File: config.mk
export PLATFORM = sky130hd
export DESIGN_NAME = stream_mux_2x1_rr
export DESIGN_NICKNAME = d
export VERILOG_FILES = /design/src/rtl/stream_mux_2x1_rr.sv
export SDC_FILE = /design/constraint.sdc
export NUM_CORES = 1
export LEC_CHECK = 0
export BUFFER_PORTS_ARGS = -buffer_cell sky130_fd_sc_hd__buf_2
export CORE_ASPECT_RATIO = 0.75
export CORE_MARGIN = 3
export CORE_UTILIZATION = 45
export DETAILED_ROUTE_END_ITERATION = 12
export GPL_TIMING_DRIVEN = 0
export PLACE_DENSITY = 0.78
export RECOVER_POWER = 25
export SYNTH_ARGS = -nofsm -noshare
export SYNTH_HDL_FRONTEND = slang
export SYNTH_SLANG_ARGS = --single-unit
File: constraint.sdc
create_clock -name clk -period 2 [get_ports clk]
set_clock_uncertainty 0.05 [all_clocks]
set_input_delay 0.4 -clock clk [delete_from_list [all_inputs] [get_ports clk]]
set_output_delay 0.4 -clock clk [all_outputs]
set_load 0.005 [all_outputs]
File: src/rtl/stream_mux_2x1_rr.sv
// stream_mux_2x1_rr
// Merges two valid/ready streams onto one registered output stream.
// New packets are picked round-robin; once a packet starts, its channel
// keeps the grant until the beat flagged `last` has been transferred.
// Output stage: a single register slot that can be refilled in the same
// cycle as it is drained, so one beat per cycle is sustained while yr=1.

module stream_mux_2x1_rr #(
    parameter int W = 8
) (
    input  logic         clk,
    input  logic         rst,
    input  logic         en,
    input  logic [W-1:0] d0,
    input  logic         v0,
    input  logic         l0,
    output logic         r0,
    input  logic [W-1:0] d1,
    input  logic         v1,
    input  logic         l1,
    output logic         r1,
    output logic [W-1:0] y,
    output logic         yv,
    output logic         yl,
    output logic         ys,
    input  logic         yr
);

    typedef enum logic [1:0] {
        IDLE  = 2'd0,
        LOCK0 = 2'd1,
        LOCK1 = 2'd2
    } state_t;

    state_t       state;
    logic         lw;        // channel that finished the most recent packet
    logic         gv;        // a grant is active this cycle
    logic         gs;        // granted channel index
    logic         can_load;  // output slot is empty or being drained
    logic         xfer0;
    logic         xfer1;
    logic         xfer;
    logic [W-1:0] xd;
    logic         xl;

    // Grant selection: free arbitration in IDLE, fixed grant while locked.
    always_comb begin
        // NOTE: every output of this block gets a default first so that no
        // path through the case leaves it unassigned, which would infer a latch.
        gv = 1'b0;
        gs = 1'b0;
        case (state)
            IDLE: begin
                if (en && (v0 || v1)) begin
                    gv = 1'b1;
                    // On a tie, the channel that did not win last time goes.
                    gs = (v0 && v1) ? ~lw : v1;
                end
            end
            LOCK0: begin
                gv = 1'b1;
                gs = 1'b0;
            end
            LOCK1: begin
                gv = 1'b1;
                gs = 1'b1;
            end
            default: begin
                gv = 1'b0;
                gs = 1'b0;
            end
        endcase
    end

    assign can_load = ~yv | yr;

    // Ready is held low during reset so no beat is taken by a discarded state.
    assign r0 = gv & ~gs & can_load & ~rst;
    assign r1 = gv &  gs & can_load & ~rst;

    assign xfer0 = v0 & r0;
    assign xfer1 = v1 & r1;
    assign xfer  = xfer0 | xfer1;
    assign xd    = xfer1 ? d1 : d0;
    assign xl    = xfer1 ? l1 : l0;

    // Arbitration state, last-winner pointer and the output register slot.
    always_ff @(posedge clk) begin
        // NOTE: state is updated with non-blocking assignments so every
        // register samples the values from before this clock edge.
        if (rst) begin
            state <= IDLE;
            lw    <= 1'b1;
            y     <= '0;
            yv    <= 1'b0;
            yl    <= 1'b0;
            ys    <= 1'b0;
        end else begin
            if (xfer) begin
                y  <= xd;
                yl <= xl;
                ys <= xfer1;
                yv <= 1'b1;
                if (xl) begin
                    state <= IDLE;
                    lw    <= xfer1;
                end else begin
                    state <= xfer1 ? LOCK1 : LOCK0;
                end
            end else if (yv && yr) begin
                yv <= 1'b0;
            end
        end
    end

endmodule

==> reports/results.txt, run 1 <==
complex-gate fraction of the synthesized area -> 33.9%
setup TNS -> 0 ps
Slew HR -> 67.5%
VDD IR max -> 0.000476 V
r2r endpoint -> y[2]
CTS Hold Bufs -> 0
R2R setup slack -> 170 ps
CP max stage cell -> dfxtp_2
die area -> 0.00238 mm²
Die Height -> 43.0 µm
post-synthesis simple-gate area fraction -> 21.3%
number of global-route vias before repair -> 916
Lkg Pwr -> 0.508 nW
area of the mapped netlist -> 822 µm²
I/O pins -> 37
antenna diode count -> 0
CTS H-Tree Depth -> 1
Tmin final -> 1930 ps
Hold Crit Class -> in2reg
R2R cell count -> 7
layout cells sized above 1 -> 41.8%
Max Cap Viol -> 0
Initial Util -> 51.7%
hold path startpoint -> rst
drt drc -> 0
Final #Nets -> 169
sequential fraction of the synthesis area -> 34.1%
Hold Path Sink -> yl
Final WS setup -> 72.0 ps
clock root cell -> clkbuf_4
vias per inst -> 6.09
largest family of logic cells by synthesized area -> compound AO/OA/AOI/OAI gates
Max Freq -> 519 MHz
number of unique standard cell types used by synthesis -> 32
GP Congestion -> 0.888
fin util -> 72.0%
syn avg cell area -> 8.56 µm²
pre-CTS WS -> 116 ps
DR pass1 iterations -> 4
clock latency on the worst-skew pair -> 290 ps
Cell Pwr Density -> 616 mW/mm²
CORE AREA -> 0.00159 mm²
routed vias -> 986
Tightest Pin Transition -> 487 ps
wire length per cell -> 16.2 µm
startpoint types -> flop
wirelength, routed -> 2620 µm
HPWL Detailed -> 1810 µm
Initial DRC Count -> 23
grt total ovfl -> 0
largest net degree at the start of global routing -> 14
Post-Syn Nets -> 123
Post-synth top cells -> dfxtp_1, a21oi_1, nand4_1, o21ai_0, a311oi_1
Crit. Startpoint -> state[1]
Slew Viols, Final -> 0
DIE WIDTH -> 55.4 µm
worst path cell trace -> inv_2, ha_4, o211a_1, o211ai_1, nor2_1, buf_2
dominant cell type by area after synthesis -> dfxtp_1
CTS Buffer Depth -> 2
RSZ-0062 raised after global routing -> yes
largest cells by area after synthesis -> dfxtp_1, a311oi_1, nand4_1, a21oi_1, o21ai_0
Data arrival, critical path -> 1480 ps
max incr delay on CP -> 360 ps
Final ANT Viol Nets -> 0
FP Rows -> 12
status -> finished clean
Worst Path Required -> 1550 ps
period utilization -> 96.4%
mux share of post-synthesis cell area -> 0%
Final setup viols -> 0
R2R Path Start -> state[1]
clock slew at reported path FFs -> 90 ps
dominant synthesized flop cell -> dfxtp_1
classification of the worst setup path -> reg2out
I/O Buffers -> 36
crit path capture type -> primary output
total CTS buffers -> 3
Area Growth Syn to Fin -> 39.4%
hold-critical path depth -> 2
area share of the largest cell type after synthesis -> 34.1%
Synth warnings -> 0
Post-synth EDFFs -> 0
Final Hold Vio Count -> 0
Crit Path Max Fanout -> 6
Cell Area, Placed -> 0.00103 mm²
Async SR Flop Fraction -> 0%
post-synthesis xor/xnor area fraction -> 0%
initial antenna violation count -> 0
Tot GR Track Use -> 22.5%
post-route cell area -> 0.00115 mm²
synthesized instance count -> 96
CTS Sinks -> 14
count leader, synth -> dfxtp_1
#FFs+latches synth -> 14
adder-cell share of the synthesized area -> 4.57%
global-route wire length before repair -> 4200 µm
CTS tree -> yes
-- cell type report --
class / instances / area, µm²
multi-input cells: 72 / 528
flip-flops and latches: 14 / 283
clock buffers: 4 / 36.3
fillers: 152 / 445
inverters: 2 / 10.0
well taps: 21 / 26.3
repair buffers: 42 / 221
plain buffers: 7 / 41.3
-- worst max-delay path by stage --
stage | cells past startpoint | endpoint
final | 6 | r0
after global routing | 6 | r0
after CTS | 6 | r1
after detailed placement | 6 | yl
after global placement | 6 | r0
after floorplan | 5 | r0
-- repair_timing --
item,CTS,global route
pin swaps,1,2
setup endpoints to repair,2,6
buffers inserted,1,5
gates resized for setup,4,8
-- routing by layer --
metal | vias up | global-route usage (%) | part of all wire, %
met3 | 6 | 6.69 | 8.9
met5 | - | 0 | 0
met2 | 53 | 38.2 | 50
li1 | 470 | - | -
met4 | 0 | 8.74 | 1.3
met1 | 457 | 26.8 | 40
-- report_power, final --
group          switching [mW]  leakage (nW)  total (mW)  internal [mW]
Clock                   0.102        0.0210       0.213          0.111
Sequential             0.0104         0.115       0.309          0.298
Combinational           0.101         0.372       0.184         0.0833
Total                   0.213         0.508       0.706          0.493
-- flip-flops by register name (all words and copies together), names as in the netlist --
register and cells:
state 2, lw 1, yl 1, y 8, ys 1, yv 1
-- worst max-delay path: cells and delay by family, from the launching register on --
kind / cells / cell delay [ps]
adders and majority gates: 1 / 180
DFF: 1 / 360
AOI/OAI and AO/OA: 2 / 390
and+or+nand+nor: 1 / 70
buffers and inverters: 2 / 190
-- stage by stage --
step	hold WS (ps)	power [mW]	instances
after global placement	425	0.474	153
after CTS	297	0.695	157
after global routing	300	0.745	162
after detailed placement	438	0.478	153
final	312	0.706	162
after floorplan	418	0.408	96
-- logic make-up (layout without fill, tap and decap cells) --
group | Yosys count | count (layout)
DFF | 14 | 14
and+or+nand+nor | 29 | 29
buffers and inverters | 10 | 55
AOI/OAI and AO/OA | 40 | 40
adders and majority gates | 3 | 3
-- placed cells by master, fill, tap and decap left out, types with 2 or more instances in the layout --
master,n
buf_2,35
dfxtp_1,12
a21oi_1,11
nand4_1,10
o21ai_0,10
a311oi_1,8
buf_4,7
clkbuf_1,5
nand2_1,4
nor2_1,3
clkbuf_4,3
o211a_1,2
nand4b_1,2
nor3_1,2
o21ai_1,2
ha_4,2
dfxtp_2,2
Power figures use the tool's default switching activity.
==> inputs of run 2 (changes only) <==
--- a/constraint.sdc
+++ b/constraint.sdc
@@ -4,2 +4,2 @@
 set_output_delay 0.4 -clock clk [all_outputs]
-set_load 0.005 [all_outputs]
+set_load 0.02 [all_outputs]
==> run 2 against run 1 <==
- sequential power is essentially flat
- critical path depth is the same
- critical path type unchanged
- non-clock buffer count is the same
- largest cell class unchanged
- count of clock-buffer cells in the layout is the same
- global-route usage grew 0.13 points
- die area is the same
- via count grew 1.0%
- combinational power grew 12%
==> reports/results.txt, run 2 (same netlist as run 1, synthesis figures left out) <==
Data arrival, critical path -> 1520 ps (+40 ps)
Initial Util -> 51.7% (unchanged)
most common cell after layout, fill and taps aside -> buf_2
number of global-route vias before repair -> 911 (-0.55%)
die area -> 0.00238 mm² (unchanged)
Hold Crit Class -> in2reg
Max Freq -> 508 MHz (-2.1%)
clock slew at reported path FFs -> 90 ps (about the same)
RSZ-0062 raised after global routing -> yes
setup TNS -> 0 ps (unchanged)
pre-CTS WS -> 100 ps (-16.1 ps)
vias per inst -> 6.15 (+1.0%)
Final ANT Viol Nets -> 0 (unchanged)
initial antenna violation count -> 0 (unchanged)
Die Height -> 43.0 µm (unchanged)
r2r endpoint -> y[2]
sequential power share -> 42.4% (-1.3 points)
R2R cell count -> 7 (unchanged)
total CTS buffers -> 3 (unchanged)
Crit Path Max Fanout -> 4 (-2)
WL met1 -> 1140 µm (+8.6%)
period utilization -> 98.5% (+2.1 points)
Max Cap Viol -> 0 (unchanged)
top layer used by detailed routing -> met4
Tot GR Track Use -> 22.7% (+0.13 points)
hold path startpoint -> rst
R2R setup slack -> 130 ps (-40 ps)
sw frac -> 32.2% (+2.0 points)
startpoint types -> flop
Largest regs -> y: 8 flops, state: 2 flops
crit path capture type -> primary output
Cell Pwr Density -> 642 mW/mm² (+4.2%)
I/O Buffers -> 36 (unchanged)
commonest cells after routing, fill and taps aside -> buf_2, dfxtp_1, a21oi_1
clock root cell -> clkbuf_4
wirelength, routed -> 2640 µm (+0.69%)
drt drc -> 0 (unchanged)
Final WS setup -> 30.2 ps (-41.8 ps)
Tightest Pin Transition -> 508 ps (+21.1 ps)
WL met2 -> 1270 µm (-2.5%)
global-route wire length before repair -> 4240 µm (+0.98%)
Comb pwr share -> 28.3% (+2.2 points)
CTS Sinks -> 14 (unchanged)
layout cells sized above 1 -> 39.7% (-2.1 points)
DR pass1 iterations -> 4 (unchanged)
Final setup viols -> 0 (unchanged)
Final Hold Vio Count -> 0 (unchanged)
Slew Viols, Final -> 0 (unchanged)
Final #Nets -> 169 (unchanged)
CTS tree -> yes
routed vias -> 996 (+1.0%)
CTS H-Tree Depth -> 1 (unchanged)
Slew HR -> 66.1% (-1.4 points)
clock latency on the worst-skew pair -> 290 ps (about the same)
Lkg Pwr -> 0.491 nW (-3.3%)
Hold Path Sink -> yl
classification of the worst setup path -> reg2out
Clk pwr share -> 29.3% (-0.9 points)
FP Rows -> 12 (unchanged)
P_int -> 0.493 mW (about the same)
number of flip-flops in the largest register -> 8 (unchanged)
hold-critical path depth -> 2 (unchanged)
antenna diode count -> 0 (unchanged)
VDD IR max -> 0.000491 V (+3.1%)
post-placement cell count -> 153 (unchanged)
wire length per cell -> 16.3 µm (+0.69%)
HPWL Detailed -> 1810 µm (unchanged)
Tmin final -> 1970 ps (+41.8 ps)
WL met3 -> 190 µm (-18%)
fill cell count -> 155 (+2.0%)
Area Growth Syn to Fin -> 37.7%
Worst Hold Slack -> 313 ps (+1.64 ps)
Biggest register -> y
Worst Path Required -> 1550 ps (about the same)
largest net degree at the start of global routing -> 13 (-1)
CORE AREA -> 0.00159 mm² (unchanged)
I/O pins -> 37 (unchanged)
R2R Path Start -> state[1]
DIE WIDTH -> 55.4 µm (unchanged)
Finished Layout Cells -> 162 (unchanged)
status -> finished clean
GP Congestion -> 0.888 (unchanged)
Net Sw Power -> 0.234 mW (+9.7%)
grt total ovfl -> 0 (unchanged)
CTS Buffer Depth -> 2 (unchanged)
Initial DRC Count -> 37 (+61%)
-- run 2: cell count changes in the layout (fill, tap and decap cells not counted), sizes merged --
| cell | delta |
|---|---|
| buf | -3 |
| clkbuf | +3 |
-- run 2: routing by layer --
layer  GRT usage [%]  vias up
met5               0        -
met4            8.74        0
met3            6.69        7
met2            38.4       42
met1            26.9      477
li1                -      470
-- run 2: cell type report --
type	count	area [µm²]	share of cell area (%)
tap	21	26.3	2.32
multi-input combinational	72	518	45.7
clock buffer	4	36.3	3.20
sequential	14	283	25.0
inverter	2	7.51	0.663
buffer	7	41.3	3.65
timing repair buffer	42	220	19.4
-- run 2: how the worst max path moves through the flow --
stage | from | endpoint | slack, ps | depth (start not counted)
2_1_floorplan | state[0] | r0 | 190 | 5
3_3_place_gp | state[1] | r0 | 130 | 6
3_5_place_dp | state[1] | r0 | 100 | 6
4_1_cts | state[0] | r0 | 5 | 6
5_1_grt | state[1] | r0 | -60 | 6
6_report | state[1] | r1 | 30 | 6
-- run 2: power by group through the flow --
stage	Combinational [mW]	Sequential (mW)	Clock [mW]
finish	0.206	0.308	0.213
global route	0.221	0.311	0.234
CTS	0.193	0.308	0.217
detailed placement	0.185	0.314	0
global placement	0.182	0.313	0
floorplan	0.0957	0.333	0
-- run 2: critical path, cell delays in order (launching register included) --
cell     delay [ps]
dfxtp_2         350
buf_4           130
ha_2            200
a41oi_2         220
buf_6           140
nor2_1           40
buf_2           160
-- run 2: what timing repair did --
item,CTS,global route
endpoints found under the setup margin,2,3
hold buffers,0,0
setup buffers,2,4
resized for setup,6,5
pin swaps,1,3
-- run 2: through the flow --
step	util (%)	instance area [µm²]	total power, mW
floorplan	-	822	0.429
global placement	64.6	1030	0.495
detailed placement	64.6	1030	0.499
CTS	68.9	1100	0.718
global route	71.1	1130	0.766
finish	71.1	1130	0.727
==> inputs of run 3 (changes only) <==
Settings changed: BUFFER_PORTS_ARGS -buffer_cell sky130_fd_sc_hd__buf_2 to unset, CORE_UTILIZATION 45 to 46, DONT_BUFFER_PORTS set to 1, PLACE_DENSITY 0.78 to 0.62.
==> run 3 against run 2 <==
- via count fell by 17%
- total power down 7.5%
- wire length fell by 10%
- count of clock-buffer cells in the layout unchanged
- largest power group unchanged
- critical endpoint unchanged
- first-iteration DRC count shrank 46%
==> reports/results.txt, run 3 (same netlist as run 1, synthesis figures left out) <==
startpoint types -> flop
Biggest register -> y
layout cells sized above 1 -> 23.5% (-16 points)
RSZ-0062 raised after global routing -> yes
Area Growth Syn to Fin -> 13.7%
CORE AREA -> 0.00158 mm² (-0.94%)
routed vias -> 829 (-17%)
Finished Layout Cells -> 123 (-24%)
post-route cell area -> 935 µm² (-17%)
CTS Sinks -> 14 (unchanged)
Tot GR Track Use -> 22.0% (-0.68 points)
Final setup viols -> 0 (unchanged)
number of global-route vias before repair -> 784 (-14%)
vias per inst -> 6.74 (+9.6%)
clock root cell -> clkbuf_4
drt drc -> 0 (unchanged)
grt total ovfl -> 0 (unchanged)
antenna diode count -> 0 (unchanged)
die area -> 0.00234 mm² (-1.9%)
VDD IR max -> 0.000540 V (+9.9%)
Cell Area, Placed -> 848 µm² (-18%)
Final #Nets -> 130 (-23%)
CP max stage cell -> o211ai_1
Worst Path Required -> 1550 ps (about the same)
period utilization -> 99.3% (+0.78 points)
clock slew at reported path FFs -> 90 ps (about the same)
I/O pins -> 37 (unchanged)
Tightest Pin Transition -> 514 ps (+5.77 ps)
fin util -> 59.3% (-12 points)
Final Hold Vio Count -> 0 (unchanged)
CP Buf/Inv Count -> 1 (-2)
DIE WIDTH -> 54.8 µm (-0.97%)
status -> finished clean
post-placement cell count -> 117 (-24%)
CTS Hold Bufs -> 0 (unchanged)
CTS H-Tree Depth -> 1 (unchanged)
Slew Viols, Final -> 0 (unchanged)
largest net degree at the start of global routing -> 11 (-2)
Tmin final -> 1990 ps (+15.5 ps)
Hold Crit Class -> in2reg
I/O Buffers -> 0 (-100%)
max incr delay on CP -> 430 ps (+80 ps)
commonest cells after routing, fill and taps aside -> dfxtp_1, a21oi_1, nand4_1, o21ai_0, a311oi_1
HPWL Detailed -> 1680 µm (-7.1%)
wirelength, routed -> 2370 µm (-10%)
Initial Util -> 52.1% (+0.49 points)
Initial DRC Count -> 20 (-46%)
total CTS buffers -> 3 (unchanged)
most common cell after layout, fill and taps aside -> dfxtp_1
Slew HR -> 65.6% (-0.54 points)
Crit Path Max Fanout -> 5 (+1)
Largest regs -> y: 8 flops, state: 2 flops
number of flip-flops in the largest register -> 8 (unchanged)
Lkg Pwr -> 0.345 nW (-30%)
worst path cell trace -> inv_2, ha_4, o211a_1, o211ai_1, nor2_4
CTS Buffer Depth -> 2 (unchanged)
Power Total -> 0.672 mW (-7.5%)
Final ANT Viol Nets -> 0 (unchanged)
CTS tree -> yes
crit path capture type -> primary output
Worst Hold Slack -> 120 ps (-194 ps)
Max Freq -> 504 MHz (-0.78%)
initial antenna violation count -> 0 (unchanged)
global-route wire length before repair -> 3730 µm (-12%)
DR pass1 iterations -> 4 (unchanged)
clock latency on the worst-skew pair -> 280 ps (about the same)
Max Cap Viol -> 0 (unchanged)
Cell Pwr Density -> 719 mW/mm² (+12%)
classification of the worst setup path -> reg2out
GP Congestion -> 0.829 (-6.6%)
delay-heaviest family, CP -> compound AO/OA/AOI/OAI gates
Data arrival, critical path -> 1540 ps (+20 ps)
wire length per cell -> 19.3 µm (+18%)
Die Height -> 42.6 µm (-0.94%)
FP Rows -> 12 (unchanged)
[run 3: changes by cell type in the layout (fill, tap and decap cells not counted), sizes merged]
cell / previous run / this run
buf: 40 / 7
clkbuf: 13 / 7
[run 3: metrics by stage]
stage          worst slack [ps]  setup TNS (ps)
2_1_floorplan               186               0
3_3_place_gp               43.7               0
3_5_place_dp               38.7               0
4_1_cts                    6.93               0
5_1_grt                   -67.0            -109
6_report                   14.6               0
[run 3: area by class of cell]
type                    count  area (µm²)
well taps                  21        26.3
repair buffers              2        15.0
flip-flops and latches     14         283
inverters                   2        7.51
clock buffers               4        36.3
plain buffers               8        45.0
fillers                   161         642
multi-input cells          72         522
[run 3: where the power goes]
| group | internal (mW) | switching [mW] | total [mW] |
|---|---|---|---|
| registers | 0.298 | 0.0321 | 0.330 |
| logic | 0.0515 | 0.0818 | 0.133 |
| clock network | 0.111 | 0.0980 | 0.209 |
[run 3: layer usage]
metal	share of wire (%)	up-vias	GRT usage, %
met2	48	37	31.8
met5	0	-	0
li1	-	390	-
met4	0.46	0	3.48
met1	43	400	30.5
met3	9.1	2	8.90
[run 3: path summary, 6_finish.rpt]
path	start	end	slack [ps]	depth (start not counted)
max reg2reg	state[0]	yl	150	7
min	rst	yl	120	1
max	state[1]	r1	10	5
min reg2reg	lw	lw	490	2
[run 3: what timing repair did]
action / 4_1_cts / 5_1_grt
buffers inserted: 0 / 2
gates cloned: 0 / 0
setup endpoints to repair: 2 / 2
pin swaps: 3 / 4
gates resized for setup: 11 / 1
